File: config.mk
export PLATFORM = sky130hd
export DESIGN_NAME = uart_tx_arbiter
export DESIGN_NICKNAME = d
export VERILOG_FILES = /design/src/rtl/uart_tx_arbiter.sv
export SDC_FILE = /design/constraint.sdc
export NUM_CORES = 1
export LEC_CHECK = 0
export ABC_AREA = 1
export CORE_MARGIN = 10
export CORE_UTILIZATION = 43
export CTS_CLUSTER_SIZE = 8
export DETAILED_ROUTE_END_ITERATION = 12
export MAX_ROUTING_LAYER = met4
export PLACE_DENSITY = 0.77
export SKIP_LAST_GASP = 1
export SLEW_MARGIN = 20
export SYNTH_ARGS = -nofsm -noshare
export SYNTH_HDL_FRONTEND = slang
export SYNTH_SLANG_ARGS = --single-unit
File: constraint.sdc
create_clock -name clk -period 1.9 [get_ports clk]
set_input_delay 0.285 -clock clk [delete_from_list [all_inputs] [get_ports clk]]
set_output_delay 0.285 -clock clk [all_outputs]
set_load 0.005 [all_outputs]
File: src/rtl/uart_tx_arbiter.sv
// ---------------------------------------------------------------------------
// uart_tx_arbiter
//
// Shares one UART transmitter among N byte producers. Each producer offers a
// byte with a valid/ready handshake; a round-robin pick (starting one past the
// last granted index) decides who is accepted. The accepted byte is launched
// with a one-cycle tx_start pulse, after which the arbiter waits for the
// transmitter's busy flag to rise and then fall before accepting again. If
// busy never rises within BUSY_TIMEOUT clocks the byte is dropped and
// err_timeout pulses.
//
// Ports
//   clk          system clock
//   reset        asynchronous, active-high reset
//   req_valid    [N]     producer i offers a byte
//   req_data     [N*8]   byte of producer i in bits [8i+7:8i]
//   req_ready    [N]     one-hot accept (combinational, IDLE only)
//   tx_start             one-cycle start pulse to the transmitter
//   tx_data      [8]     byte to the transmitter, held for the whole grant
//   tx_busy              transmitter busy flag
//   grant_id     [clog2(N)] index being served; holds last value when idle
//   active               high while a grant is in progress
//   err_timeout          one-cycle pulse when busy never rose
// ---------------------------------------------------------------------------
module uart_tx_arbiter #(
    parameter int N            = 4,
    parameter int BUSY_TIMEOUT = 8
) (
    input  logic                 clk,
    input  logic                 reset,
    input  logic [N-1:0]         req_valid,
    input  logic [N*8-1:0]       req_data,
    output logic [N-1:0]         req_ready,
    output logic                 tx_start,
    output logic [7:0]           tx_data,
    input  logic                 tx_busy,
    output logic [$clog2(N)-1:0] grant_id,
    output logic                 active,
    output logic                 err_timeout
);

    localparam int IDW = $clog2(N);

    // Width-matched constants for the modulo-N wrap and the timeout counter.
    localparam logic [IDW:0]   N_W       = (IDW+1)'(N);
    localparam logic [IDW-1:0] LAST_IDX  = IDW'(N - 1);
    localparam logic [7:0]     TO_LAST   = 8'(BUSY_TIMEOUT - 1);
    localparam logic [7:0]     TO_ARM    = 8'(BUSY_TIMEOUT - 2);

    typedef enum logic [1:0] {
        ST_IDLE,
        ST_LAUNCH,
        ST_WAIT_BUSY,
        ST_WAIT_DONE
    } state_t;

    state_t         state_q, state_d;
    logic [IDW-1:0] last_grant_q, last_grant_d;
    logic [IDW-1:0] grant_id_q, grant_id_d;
    logic [7:0]     tx_data_q, tx_data_d;
    logic           tx_start_q, tx_start_d;
    logic           active_q, active_d;
    logic           err_timeout_q, err_timeout_d;
    logic [7:0]     busy_cnt_q, busy_cnt_d;

    // -----------------------------------------------------------------------
    // Per-requester byte slices.
    // -----------------------------------------------------------------------
    logic [7:0] req_byte [N];

    generate
        for (genvar gi = 0; gi < N; gi++) begin : g_byte
            assign req_byte[gi] = req_data[gi*8 +: 8];
        end
    endgenerate

    // -----------------------------------------------------------------------
    // Candidate k is the index at offset k+1 from the last grant, wrapped
    // modulo N. Candidate 0 therefore has the highest priority, and the last
    // granted index (offset N) the lowest.
    // -----------------------------------------------------------------------
    logic [IDW:0]   cand_sum   [N];
    logic [IDW-1:0] cand_idx   [N];
    logic [N-1:0]   cand_valid;

    generate
        for (genvar gi = 0; gi < N; gi++) begin : g_cand
            assign cand_sum[gi]   = {1'b0, last_grant_q} + (IDW+1)'(gi + 1);
            assign cand_idx[gi]   = (cand_sum[gi] >= N_W) ? IDW'(cand_sum[gi] - N_W)
                                                          : IDW'(cand_sum[gi]);
            assign cand_valid[gi] = req_valid[cand_idx[gi]];
        end
    endgenerate

    logic           pick_found;
    logic [IDW-1:0] pick_idx;

    always_comb begin
        pick_found = 1'b0;
        pick_idx   = '0;
        for (int k = 0; k < N; k++) begin
            if (!pick_found && cand_valid[k]) begin
                pick_found = 1'b1;
                pick_idx   = cand_idx[k];
            end
        end
    end

    // Accept happens only in IDLE; reset masks ready so nothing is handshaken
    // while the registers are being held in their reset values.
    logic accept;
    assign accept = (state_q == ST_IDLE) && pick_found && !reset;

    always_comb begin
        req_ready = '0;
        if (accept) begin
            req_ready[pick_idx] = 1'b1;
        end
    end

    // -----------------------------------------------------------------------
    // Next-state and registered-output logic.
    // -----------------------------------------------------------------------
    always_comb begin
        state_d       = state_q;
        last_grant_d  = last_grant_q;
        grant_id_d    = grant_id_q;
        tx_data_d     = tx_data_q;
        tx_start_d    = 1'b0;
        active_d      = active_q;
        err_timeout_d = 1'b0;
        busy_cnt_d    = busy_cnt_q;

        case (state_q)
            ST_IDLE: begin
                if (accept) begin
                    tx_data_d    = req_byte[pick_idx];
                    grant_id_d   = pick_idx;
                    last_grant_d = pick_idx;
                    active_d     = 1'b1;
                    // Registered, so the pulse is visible during LAUNCH.
                    tx_start_d   = 1'b1;
                    state_d      = ST_LAUNCH;
                end
            end

            ST_LAUNCH: begin
                busy_cnt_d = '0;
                state_d    = ST_WAIT_BUSY;
            end

            ST_WAIT_BUSY: begin
                // The error pulse is raised one cycle ahead so it lands in the
                // last WAIT_BUSY cycle; the exit to IDLE follows it.
                if (busy_cnt_q == TO_LAST) begin
                    active_d = 1'b0;
                    state_d  = ST_IDLE;
                end else if (tx_busy) begin
                    state_d = ST_WAIT_DONE;
                end else begin
                    busy_cnt_d = busy_cnt_q + 8'd1;
                    if (busy_cnt_q == TO_ARM) begin
                        err_timeout_d = 1'b1;
                    end
                end
            end

            ST_WAIT_DONE: begin
                if (!tx_busy) begin
                    active_d = 1'b0;
                    state_d  = ST_IDLE;
                end
            end

            default: begin
                active_d = 1'b0;
                state_d  = ST_IDLE;
            end
        endcase
    end

    always_ff @(posedge clk or posedge reset) begin
        if (reset) begin
            state_q       <= ST_IDLE;
            last_grant_q  <= LAST_IDX;
            grant_id_q    <= '0;
            tx_data_q     <= 8'h00;
            tx_start_q    <= 1'b0;
            active_q      <= 1'b0;
            err_timeout_q <= 1'b0;
            busy_cnt_q    <= 8'h00;
        end else begin
            state_q       <= state_d;
            last_grant_q  <= last_grant_d;
            grant_id_q    <= grant_id_d;
            tx_data_q     <= tx_data_d;
            tx_start_q    <= tx_start_d;
            active_q      <= active_d;
            err_timeout_q <= err_timeout_d;
            busy_cnt_q    <= busy_cnt_d;
        end
    end

    assign tx_start    = tx_start_q;
    assign tx_data     = tx_data_q;
    assign grant_id    = grant_id_q;
    assign active      = active_q;
    assign err_timeout = err_timeout_q;

endmodule

# Word level (Yosys, flattened, before mapping)
# Cells that the tools add are included.
# totals
ff_bits	25
input_bits	39
output_inout_bits	17
word_cells	101
# classes
add_sub_neg	9
order_cmp	11
n_eq_ne	11
n_mux	44
n_bitwise	1
n_reduce_logical	17
# op_table
operator	n
$mux 8	4
$mux 2	12
$mux 1	18
$bmux 8 s2	1
$eq 8x3->1 const B	2
$pmux 8 s2	1
$ge 3x3->1 const B	5
$lt 2x3->1 const B	5
$ne 2x2->1 const B	5
$add 8x1->8 const B	1
$bmux 1 s2	4
$pmux 2 s4	1
$sub 2x1->2 const B	4
$add 2x2->3 const B	2
$logic_and 1x1->1	6
$reduce_and 3->1	2
$eq 2x2->1 const B	2
$logic_not 1->1	4
$mux 4	1
$reduce_and 4->1	1
$add 2x1->3 const B	1
$add 2x3->3 const B	1
$ne 3x3->1 const B	1
$not 2->3	1
other kinds (8)	8

# Logic depth before layout (Yosys ltp)
# depth
ltp_word	20
ltp_mapped	18
mapped_depth_nobuf	16

# Least setup slack after synthesis
# OpenSTA, ideal clock, no wires.
# synth_path
kind	register to output
startpoint	register last_grant_q[0]
endpoint	output req_ready[0]
arrival_time_ns	1.774
required_time_ns	1.615
setup_slack_ns	-0.159
path_stages_with_launch	15
n_path_buf	2
cell_sequence	dfstp_2 > buf_6 > inv_8 > nand2_2 > nand2_2 > nand2_1 > nand2_2 > nor2_4 > nand3_4 > inv_2 > nand2_2 > o21ai_4 > inv_2 > buf_6 > nor3_1
# synth_between
elab_chain_cells	20
word_cells_on_any_way	46
cone_classes	add/sub: 8; order compare: 6; mux: 23; reduce/logical: 9
# synth_lines
element	line_no	source
start, declared	58	logic [IDW-1:0] last_grant_q, last_grant_d;
start signal, assigned	194	last_grant_q <= last_grant_d;
$add 2x1->3	88	assign cand_sum[gi] = {1'b0, last_grant_q} + (IDW+1)'(gi + 1);
$ge 3x3->1 / $sub 2x1->2 (equally long branches)	89	assign cand_idx[gi] = (cand_sum[gi] >= N_W) ? IDW'(cand_sum[gi] - N_W)
$mux 2	89	
$bmux 1 s2	91	assign cand_valid[gi] = req_valid[cand_idx[gi]];
$mux 1 (not written as such)	91	
$mux 1	102	if (!pick_found && cand_valid[k]) begin
$logic_not 1->1	102	
$logic_and 1x1->1	102	
(+4 left out)	--	
$logic_not 1->1	102	
$logic_and 1x1->1	102	
$mux 2	102	
$lt 2x3->1 (not written as such) / $ge 2x1->1 (equally long branches)	117	req_ready[pick_idx] = 1'b1;
$logic_and 1x1->1 (not written as such)	117	
$mux 1 (not written as such)	117	
$demux 1 s2	117	
$mux 4 (*)	116	if (accept) begin
end, declared	33	output logic [N-1:0] req_ready,
# Mark *: on every way between the ends. The rest lies on a longest branch, timed or not. The select of a mux whose other input is x is not followed.

# Final worst setup path
# Same ends and word-level chain as after synthesis.

==> run_results.csv <==
group,metric,value,unit
synthesis,synth_area,1840,um^2
clock_tree,numClockSinks,25,
critical_path,critPathKind,"flop to primary output",
clock_tree,cts_made_buffers,3,
die,fp.dieArea,7300,um^2
placement,gp_congestion,0.933,
clock_tree,cts_tree,"yes",
finish,fin_cells,415,
die,io_pins,56,
critical_path,cpMostUsedCell,"nand2_4",
die,core_area,4060,um^2
grt,grt_usage,0.159,
sta,hold_violations,0,
clock_tree,clk_pin_slew,0.09,ns
power,power_leakage,1.54,nW
synthesis,yosys_warnings,0,
power,power.density,2050,nW/um^2
grt,grt_antenna_before_repair,0,
sta,worst_pin_slew,0.357,ns
synthesis,netlist_instances,271,
routing,num_vias,2099,
critical_path,arrival,2.20,ns
routing,first_pass_iters,4,
finish,fillers,305,
grt,grt_first_pass_wirelength,9540,um
critical_path,reg2reg_slack,-0.54,ns
sta,max_freq,403,MHz
synthesis,yosys.area.top_type,"dfrtp_1",
routing,drtIter0Drc,70,
routing,post_drt_wl_per_cell,15.4,um
sta,drv_slew,0,
clock_tree,clock_path_buffers,2,
routing,drt-total-wl,6410,um
clock_tree,root_buffer,"clkbuf_8",
flow_run,cap_violations,0,
synthesis,synth_cell_type_count,29,
clock_tree,h-tree-depth,1,
sta,layout_setup_ws,-0.581,ns
critical_path,path_cells,"buf_12 > inv_12 > nand2_4 > nand2_4 > nand2_4 > nand2_4 > nor2_4 > nand3_4 > buf_6 > nand3_4 > nand2_8 > nor3_4 > buf_2",
finish,area_growth,63.8,%
power,peakVddDrop,0.00103,V
grt,grt_max_degree,26,
synthesis,synthArstFlopShare,1.00,
placement,port_buffers,55,
finish,utilization,0.743,
clock_tree,clkLatencyLatePin,0.28,ns
critical_path,critPathMaxFanout,6,
placement,place_hpwl,4120,um
sta,slew_headroom,0.760,
sta,rsz0062_at_grt,"yes",
worst_hold_path,hp-class,"flop to flop",
synthesis,synthFlopType,"dfrtp_1",
clock_tree,postCtsHoldBufs,0,
die,die_y,85.4,um
sta,setup_tns,-5.93,ns
synthesis,ys_seq_area_frac,0.341,
critical_path,crit_path_end_kind,"primary output",
synthesis,synth_edf_count,0,
power,p_total,6.19,mW
synthesis,avgSynthCellArea,6.79,um^2
grt,overflow,0,
routing,drc_errors,0,
critical_path,crit_slowest_cell,"dfstp_2",
sta,setup_viol,17,
synthesis,synth_seq_cells,25,
grt,grt_pass1_vias,2033,
synthesis,synth_top_cells_by_area,"dfrtp_1 (31%), nand2_1 (24%), nand3_1 (7.3%)",
synthesis,yosysMostFrequentCell,"nand2_1",
synthesis,synth_top_area_share,0.313,
sta,min_period,2.48,ns
synthesis,yosys-top-cells-count,"nand2_1 (117), nand3_1 (27), dfrtp_1 (23), inv_1 (23), nand2_2 (21)",
critical_path,crit_path_start_kind,"flop",
outcome,violations,"setup timing",
die,die_width,85.4,um
finish,final_nets,407,
outcome,status,"finished, violations left",
die,start_util,0.454,
finish,drive_gt1_frac,0.312,
placement,placed_cells,393,
placement,place_area,2580,um^2
sta,skew,0.0114,ns
routing,via_per_inst,5.06,
finish,antenna_cells,0,
finish,fin_area,3010,um^2
routing,postRouteAntennaNets,0,
die,fp-row-count,23,
sta,fin_crit_sh,1.31,
critical_path,crit_path_max_incr_delay,0.57,ns
critical_path,worstPathRequired,1.62,ns
synthesis,syn-num-nets,312,
where the power goes:
| part | total (mW) | switching, mW | internal [mW] |
|---|---|---|---|
| registers | 0.851 | 0.125 | 0.726 |
| logic | 5.02 | 2.63 | 2.40 |
| clock network | 0.319 | 0.172 | 0.147 |
| total | 6.19 | 2.92 | 3.27 |
layer usage:
layer	wire length (um)	GRT usage	vias to the layer above
met5	0	-	-
met4	119	0.0180	0
met3	281	0.0411	13
met2	3380	0.279	52
met1	2630	0.182	996
li1	-	-	1038
final timing paths:
kind	start	to	depth (start not counted)
hold / removal	tx_data[3]$_DFFE_PP0P_	tx_data[3]$_DFFE_PP0P_	2
hold reg to reg	tx_data[3]$_DFFE_PP0P_	tx_data[3]$_DFFE_PP0P_	2
max in group asynchronous	reset	last_grant_q[1]$_DFFE_PP1P_	3
min in group asynchronous	reset	tx_data[7]$_DFFE_PP0P_	3
setup reg to reg	last_grant_q[0]$_DFFE_PP1P_	tx_data[4]$_DFFE_PP0P_	19
setup / recovery	last_grant_q[0]$_DFFE_PP1P_	req_ready[0]	13
kinds of logic after synthesis:
family	count (synthesis)	share of synthesized area
AO/OA/AOI/OAI	17	0.0625
XOR/XNOR	1	0.00476
buffers and inverters	35	0.101
adder cells (fa/ha/maj)	2	0.0136
AND/OR/NAND/NOR	191	0.477
flip-flops	25	0.341
cell type report:
class	count	area, um^2	share of cell area
inverters	28	123	0.0407
well taps	50	62.6	0.0208
clock buffers	3	41.3	0.0137
repair inverters	1	8.76	0.00291
clock inverters	1	5.00	0.00166
flip-flops and latches	25	628	0.208
multi-input cells	211	1200	0.399
repair buffers	96	942	0.313
registers in the layout, indices dropped and copies added (netlist names):
name and flops:
active 1, grant_id 2, state_q 2, tx_start 1, last_grant_q 2, err_timeout 1
tx_data 8, busy_cnt_q 8
layout by cell type (no fill, tap or decap), drive strengths merged:
| cell type | instances |
|---|---|
| a21oi | 5 |
| a22oi | 1 |
| buf | 44 |
| bufbuf | 1 |
| clkbuf | 3 |
| clkdlybuf4s50 | 51 |
| clkinv | 1 |
| dfrtp | 23 |
| dfstp | 2 |
| ha | 2 |
| inv | 29 |
| nand2 | 140 |
| nand3 | 29 |
| nand4 | 2 |
| nor2 | 13 |
| nor3 | 5 |
| nor4 | 2 |
| o21ai | 9 |
| o31ai | 2 |
| xor2 | 1 |
timing repair:
| action | 4_1_cts | 5_1_grt |
|---|---|---|
| gates cloned | 2 | 1 |
| setup buffers | 12 | 4 |
| gates resized for setup | 34 | 39 |
| endpoints found under the setup margin | 18 | 19 |
| pin swaps | 8 | 16 |
worst max-delay path, delay by kind of cell (launching register included):
| kind | cells | cell delay [ns] |
|---|---|---|
| buffers and inverters | 4 | 0.49 |
| DFF | 1 | 0.57 |
| and+or+nand+nor | 9 | 0.85 |
stage by stage:
step	hold WS [ns]	worst slack [ns]
detailed placement	0.469	-0.702
finish	0.493	-0.581
CTS	0.492	-0.533
global placement	0.465	-0.669
floorplan	0.320	-0.114
global route	0.527	-0.662
Power figures use the tool's default switching activity.
